$ cat src/rtl/alu_pkg.sv
// alu_pkg: shared ALU opcodes, FSM state encoding and default divider widths
package alu_pkg;
    localparam logic [1:0] OP_DIV = 2'b10;
    localparam logic [1:0] OP_MUL = 2'b11;
    localparam int DEF_WIDTH_N = 6;
    localparam int DEF_WIDTH_D = 3;
    typedef enum logic [1:0] {
        ST_IDLE = 2'd0,
        ST_RUN  = 2'd1,
        ST_DONE = 2'd2
    } state_t;
endpackage

$ cat src/rtl/divider_alu_if.sv
// divider_alu_if: divider request/result bus
// master drives en/op/start/Dividend/Divisor; slave returns Quot/Rem/busy/done/div_by_zero
interface divider_alu_if
    import alu_pkg::*;
#(
    parameter int WIDTH_N = DEF_WIDTH_N,
    parameter int WIDTH_D = DEF_WIDTH_D
);
    logic               en;
    logic [1:0]         op;
    logic               start;
    logic [WIDTH_N-1:0] Dividend;
    logic [WIDTH_D-1:0] Divisor;
    logic [WIDTH_N-1:0] Quot;
    logic [WIDTH_D-1:0] Rem;
    logic               busy;
    logic               done;
    logic               div_by_zero;
    modport master (
        output en, op, start, Dividend, Divisor,
        input  Quot, Rem, busy, done, div_by_zero
    );
    modport slave (
        input  en, op, start, Dividend, Divisor,
        output Quot, Rem, busy, done, div_by_zero
    );
endinterface

$ cat src/rtl/alu_div_step.sv
// alu_div_step: one combinational restoring division step
// i_rem: shifted partial remainder, i_div: divisor, o_rem: next remainder, o_qbit: quotient bit
module alu_div_step
    import alu_pkg::*;
#(
    parameter int WIDTH_D = DEF_WIDTH_D
) (
    input  logic [WIDTH_D:0]   i_rem,
    input  logic [WIDTH_D-1:0] i_div,
    output logic [WIDTH_D:0]   o_rem,
    output logic               o_qbit
);
    assign o_qbit = i_rem >= {1'b0, i_div};
    assign o_rem  = o_qbit ? i_rem - {1'b0, i_div} : i_rem;
endmodule

$ cat src/rtl/divider_alu.sv
// divider_alu: multi-cycle unsigned restoring divider for the ALU
// clk: clock, rst_n: async active-low reset, bus: divider_alu_if slave (request in, registered result out)
module divider_alu
    import alu_pkg::*;
#(
    parameter int WIDTH_N = DEF_WIDTH_N,
    parameter int WIDTH_D = DEF_WIDTH_D
) (
    input  logic        clk,
    input  logic        rst_n,
    divider_alu_if.slave bus
);
    localparam int CW = $clog2(WIDTH_N + 1);
    state_t             r_state, w_state_n;
    logic [WIDTH_N-1:0] r_dvd, r_quot;
    logic [WIDTH_D-1:0] r_div, r_rem;
    logic [WIDTH_D:0]   r_pr, w_shift, w_pr_n;
    logic [CW-1:0]      r_cnt;
    logic               r_busy, r_done, r_dbz;
    logic               w_qbit, w_accept, w_last, w_busy_n, w_done_n;

    // r_dvd doubles as the quotient shift register: dividend bits leave at the top, quotient bits enter at the bottom
    assign w_shift  = (r_pr << 1) | (WIDTH_D+1)'(r_dvd[WIDTH_N-1]);
    assign w_accept = bus.en && r_state == ST_IDLE && bus.start && bus.op == OP_DIV;
    // a zero divisor finishes on the first RUN edge without stepping
    assign w_last   = r_div == '0 || r_cnt == CW'(1);

    alu_div_step #(.WIDTH_D(WIDTH_D)) u_step (
        .i_rem  (w_shift),
        .i_div  (r_div),
        .o_rem  (w_pr_n),
        .o_qbit (w_qbit)
    );

    always_ff @(posedge clk or negedge rst_n) begin
        if (!rst_n) r_state <= ST_IDLE;
        else        r_state <= w_state_n;
    end

    always_comb begin
        w_state_n = r_state;
        if (bus.en)
            case (r_state)
                ST_IDLE: w_state_n = w_accept ? ST_RUN : ST_IDLE;
                ST_RUN:  w_state_n = w_last ? ST_DONE : ST_RUN;
                default: w_state_n = ST_IDLE;
            endcase
    end

    always_comb begin
        w_busy_n = w_state_n != ST_IDLE;
        w_done_n = w_state_n == ST_DONE;
    end

    always_ff @(posedge clk or negedge rst_n) begin
        if (!rst_n) begin
            r_busy <= 1'b0;
            r_done <= 1'b0;
            r_dbz  <= 1'b0;
            r_quot <= '0;
            r_rem  <= '0;
            r_dvd  <= '0;
            r_div  <= '0;
            r_pr   <= '0;
            r_cnt  <= '0;
        end else begin
            r_busy <= w_busy_n;
            r_done <= w_done_n;
            if (w_accept) begin
                r_dvd <= bus.Dividend;
                r_div <= bus.Divisor;
                r_pr  <= '0;
                r_cnt <= CW'(WIDTH_N);
            end else if (bus.en && r_state == ST_RUN) begin
                r_dvd <= {r_dvd[WIDTH_N-2:0], w_qbit};
                r_pr  <= w_pr_n;
                r_cnt <= r_cnt - CW'(1);
                if (w_last) begin
                    r_quot <= r_div == '0 ? '1 : {r_dvd[WIDTH_N-2:0], w_qbit};
                    r_rem  <= r_div == '0 ? '0 : w_pr_n[WIDTH_D-1:0];
                    r_dbz  <= r_div == '0;
                end
            end
        end
    end

    assign bus.Quot        = r_quot;
    assign bus.Rem         = r_rem;
    assign bus.busy        = r_busy;
    assign bus.done        = r_done;
    assign bus.div_by_zero = r_dbz;
endmodule

$ cat src/flat_wrapper.sv
// flat-port wrapper written by rule: the top's interface ports become plain ports
module divider_alu_flat import alu_pkg::*;
#(
    parameter int WIDTH_N = DEF_WIDTH_N,
    parameter int WIDTH_D = DEF_WIDTH_D
)
  (clk, rst_n, bus_en, bus_op, bus_start, bus_Dividend, bus_Divisor, bus_Quot, bus_Rem, bus_busy, bus_done, bus_div_by_zero);
  divider_alu_if #(.WIDTH_N(WIDTH_N), .WIDTH_D(WIDTH_D)) bus_i ();
  input  logic clk;
  input  logic rst_n;
  input wire logic [$bits(bus_i.en)-1:0] bus_en;
  input wire logic [$bits(bus_i.op)-1:0] bus_op;
  input wire logic [$bits(bus_i.start)-1:0] bus_start;
  input wire logic [$bits(bus_i.Dividend)-1:0] bus_Dividend;
  input wire logic [$bits(bus_i.Divisor)-1:0] bus_Divisor;
  output wire logic [$bits(bus_i.Quot)-1:0] bus_Quot;
  output wire logic [$bits(bus_i.Rem)-1:0] bus_Rem;
  output wire logic [$bits(bus_i.busy)-1:0] bus_busy;
  output wire logic [$bits(bus_i.done)-1:0] bus_done;
  output wire logic [$bits(bus_i.div_by_zero)-1:0] bus_div_by_zero;
  assign bus_i.en = bus_en;
  assign bus_i.op = bus_op;
  assign bus_i.start = bus_start;
  assign bus_i.Dividend = bus_Dividend;
  assign bus_i.Divisor = bus_Divisor;
  assign bus_Quot = bus_i.Quot;
  assign bus_Rem = bus_i.Rem;
  assign bus_busy = bus_i.busy;
  assign bus_done = bus_i.done;
  assign bus_div_by_zero = bus_i.div_by_zero;
  divider_alu #(.WIDTH_N(WIDTH_N), .WIDTH_D(WIDTH_D)) u_core (.clk(clk), .rst_n(rst_n), .bus(bus_i));
endmodule
$ cat config.mk
export PLATFORM = sky130hd
export DESIGN_NAME = divider_alu_flat
export DESIGN_NICKNAME = d
export VERILOG_FILES = /design/src/rtl/alu_pkg.sv /design/src/rtl/divider_alu_if.sv /design/src/rtl/alu_div_step.sv /design/src/rtl/divider_alu.sv /design/src/flat_wrapper.sv
export SDC_FILE = /design/constraint.sdc
export NUM_CORES = 1
export LEC_CHECK = 0
export BUFFER_PORTS_ARGS = -buffer_cell sky130_fd_sc_hd__buf_2
export CORE_MARGIN = 4
export CORE_UTILIZATION = 25
export CTS_CLUSTER_SIZE = 8
export DETAILED_ROUTE_END_ITERATION = 10
export PLACE_DENSITY = 0.52
export RECOVER_POWER = 100
export SLEW_MARGIN = 20
export SYNTH_ARGS = -nofsm -noshare
export SYNTH_HDL_FRONTEND = slang
export SYNTH_SLANG_ARGS = --single-unit
$ cat constraint.sdc
create_clock -name clk -period 3.7 [get_ports clk]
set_input_delay 0.37 -clock clk [delete_from_list [all_inputs] [get_ports clk]]
set_output_delay 0.37 -clock clk [all_outputs]
set_load 0.005 [all_outputs]
==> flow_summary.yaml <==
detailed_routing:
  dr.pass1.iters: 4
  final_antenna_net_count: 0
  wl_per_cell_microns: 13.7
  drtIter0Drc: 34
  vias: 1032
  drc: 0
  wl_mm: 3.08
  via_per_inst: 4.61
critical_path:
  cp_data_arrival_time_ps: 2110
  cp_slowest_stage_delay_ps: 470
  path_max_fanout: 10
  reg2reg_to: "u_core.bus.Quot[3]$_DFFE_PN0P_"
  start_kind: "flip-flop"
  r2r_cells: 4
  cp_slowest_cell: "dfrtp_1"
  rrSetupSlack_ps: 1750
  crit_type: "reg2reg"
  required_ps: 3860
  crit_chain: "and3b_1, o21a_1, nand2_1, o22a_1"
  end_kind: "flip-flop"
  worstReg2RegStart: "u_core.r_state[0]$_DFF_PN0_"
placement:
  hpwl_mm: 2.28
  io_buffers: 26
  place.gp.congestion: 0.883
  dp.cells: 216
clock_tree:
  htree_levels: 2
  cts_root_buf: "clkbuf_8"
  cts_setup_buffers: 0
  cts.clk_slew.worst_paths_ps: 70
  cts.sinks: 29
  cts_tree: "done"
  numCtsBuffers: 5
  cts_buffer_depth: 2
  cts_hold_buf: 0
  clkLatencyLatePin_ps: 270
  ctsResizeCount: 0
die:
  ios: 27
  start_util_pct: 26.1
  core_area_sq_um: 5170
  die_w_microns: 81.4
  die_h_microns: 81.4
  rows: 26
  die_area_sq_um: 6630
synthesis:
  ys_types: 36
  syn_nets: 144
  synth_area_per_cell_sq_um: 11.0
  yosysSeqAreaShare_pct: 53.9
  syn_inst: 123
  synth.ff_latch_count: 29
  synthesis.area_sq_um: 1350
  yosys_warnings: 0
power:
  power_density_nw_per_um2: 851
  finalPower_uw: 1380
  ir_drop_mv: 0.263
  leakagePower_uw: 0.000768
sta:
  timing.final.crit_share_pct: 52.8
  worst_pin_slew_ps: 1580
  drv_slew: 30
  fin_tns_setup_ps: 0
  maxSlewHeadroom_pct: -5.62
  skew_ps: 7.31
  min_period_ps: 1950
  setup_viol: 0
  clock.fmax_mhz: 512
  hold_viol_final: 0
  rsz0062_at_grt: "no"
min_path:
  hp-class: "in2reg"
  worstHoldPathCells: 3
  worstHoldStart: "bus_Divisor[1]"
  hold_end: "u_core.r_div[1]$_DFFE_PN0N_"
layout:
  fin_cells: 224
  layout.nets: 174
  diodes: 0
  drive_gt1_share_pct: 20.8
  utilization_pct: 31.3
  area_growth_pct: 20.1
global_route:
  antenna_found_initial: 0
  grt_pass1_wl_mm: 5.13
  track_usage_pct: 10.4
  grt_pass1_vias: 1070
  grt_start_max_net_pins: 30
  overflow: 0
flow_run:
  cap_violations: 1
status:
  violations: "capacitance limit, slew limit"
  status: "finished, violations left"
## synth_stat cells
cell | count | share of area, %
ha_1 | 5 | 4.6
and3b_1 | 1 | 0.65
dfrtp_1 | 29 | 54
and3_2 | 1 | 0.56
or3_2 | 1 | 0.56
buf_6 | 1 | 0.84
nand3_1 | 2 | 0.74
buf_4 | 1 | 0.56
clkbuf_1 | 1 | 0.28
nand2b_1 | 1 | 0.46
nor3_1 | 1 | 0.37
o21ai_1 | 3 | 1.1
nand2_4 | 1 | 0.84
a22oi_1 | 6 | 3.3
mux2i_1 | 2 | 1.5
o31a_2 | 1 | 0.74
or2b_1 | 1 | 0.56
nor2b_1 | 1 | 0.46
a21oi_1 | 1 | 0.37
inv_1 | 7 | 2.0
nand2_1 | 25 | 7.0
o21bai_1 | 1 | 0.56
o31ai_1 | 1 | 0.56
o21ai_0 | 9 | 3.3
a32o_1 | 1 | 0.74
nand4bb_1 | 1 | 0.84
fa_1 | 1 | 1.5
o22ai_1 | 3 | 1.4
o22a_1 | 6 | 3.9
nor2_1 | 1 | 0.28
nor3_4 | 1 | 1.2
a21o_2 | 1 | 0.65
o21a_4 | 1 | 1.1
xor2_1 | 1 | 0.65
nand3b_1 | 2 | 1.1
mux2_2 | 1 | 0.84
## how the worst max path moves through the flow
stage | start | to | slack, ps | cells after the start
final | u_core.r_state[0]$_DFF_PN0_ | u_core.bus.Quot[3]$_DFFE_PN0P_ | 1750 | 4
after CTS | u_core.r_dvd[5]$_DFFE_PN0P_ | u_core.r_pr[1]$_DFFE_PN0P_ | 1750 | 8
after global routing | u_core.r_state[0]$_DFF_PN0_ | u_core.bus.Rem[2]$_DFFE_PN0P_ | 1540 | 4
after global placement | u_core.r_dvd[5]$_DFFE_PN0P_ | u_core.r_pr[1]$_DFFE_PN0P_ | 1800 | 8
after floorplan | u_core.r_dvd[5]$_DFFE_PN0P_ | u_core.r_pr[1]$_DFFE_PN0P_ | 2050 | 8
after detailed placement | u_core.r_dvd[5]$_DFFE_PN0P_ | u_core.r_pr[1]$_DFFE_PN0P_ | 1760 | 8
## registers in the layout, indices dropped and copies added, names as in the netlist
signal and flops:
u_core.r_state 2, u_core.r_dvd 6, u_core.bus.busy 1, u_core.bus.done 1
u_core.r_pr 3, u_core.bus.Quot 6, u_core.r_cnt 3, u_core.r_div 3
u_core.bus.Rem 3, u_core.bus.div_by_zero 1
## power breakdown
part | internal [uW] | leakage, uW | switching [uW]
sequential | 460 | 0.000360 | 102
combinational | 241 | 0.000354 | 289
clock | 168 | 0.0000542 | 117
## routing by layer
metal  track usage [%]  part of all wire (%)
met1              13.8                    47
met5                 0                     0
met2              15.6                    44
met4              2.53                  0.26
met3              4.61                   8.2
## kinds of logic (layout without fill, tap and decap cells)
family | after synthesis | count (layout) | synth area share (%)
AO/OA/AOI/OAI | 34 | 34 | 17.8
flip-flops | 29 | 29 | 53.9
XOR/XNOR | 1 | 1 | 0.650
buffers and inverters | 10 | 41 | 3.62
adder cells (fa/ha/maj) | 6 | 6 | 6.13
multiplexers | 3 | 3 | 2.32
AND/OR/NAND/NOR | 40 | 40 | 15.6
## area by class of cell
cell class / count / area (sq um)
Fill cell: 545 / 3550
Sequential cell: 29 / 726
Tap cell: 70 / 87.6
Inverter: 7 / 26.3
Clock inverter: 1 / 5.00
Timing Repair Buffer: 26 / 120
Multi-Input combinational cell: 84 / 558
Clock buffer: 7 / 96.3
## metrics by stage
step           setup slack (ps)  hold WS [ps]  instance area [sq um]
2_1_floorplan              2050          74.4                   1350
3_3_place_gp               1800           431                   1540
3_5_place_dp               1760           449                   1540
4_1_cts                    1750           145                   1640
5_1_grt                    1540           317                   1620
6_report                   1750           311                   1620
## placed cells by master (no fill, tap or decap), drive strengths merged
cell      n
clkinv    1
inv       7
nand2b    1
a21o      1
clkbuf   15
a32o      1
xor2      1
or3       1
o31a      1
o21ai    12
or2b      1
and3      1
buf      18
nor2b     1
nor2      1
o21bai    1
and3b     1
nor3      2
mux2      1
a21oi     1
ha        5
o21a      1
fa        1
dfrtp    29
mux2i     2
nand3b    2
nand3     2
o22a      6
nand4bb   1
a22oi     6
nand2    26
o31ai     1
o22ai     3
## critical path: cells and delay by family (launching register included)
family | cells | cell delay, ps
AO/OA/AOI/OAI | 2 | 640
AND/OR/NAND/NOR | 2 | 720
flip-flops | 1 | 470
Power figures use the tool's default switching activity.
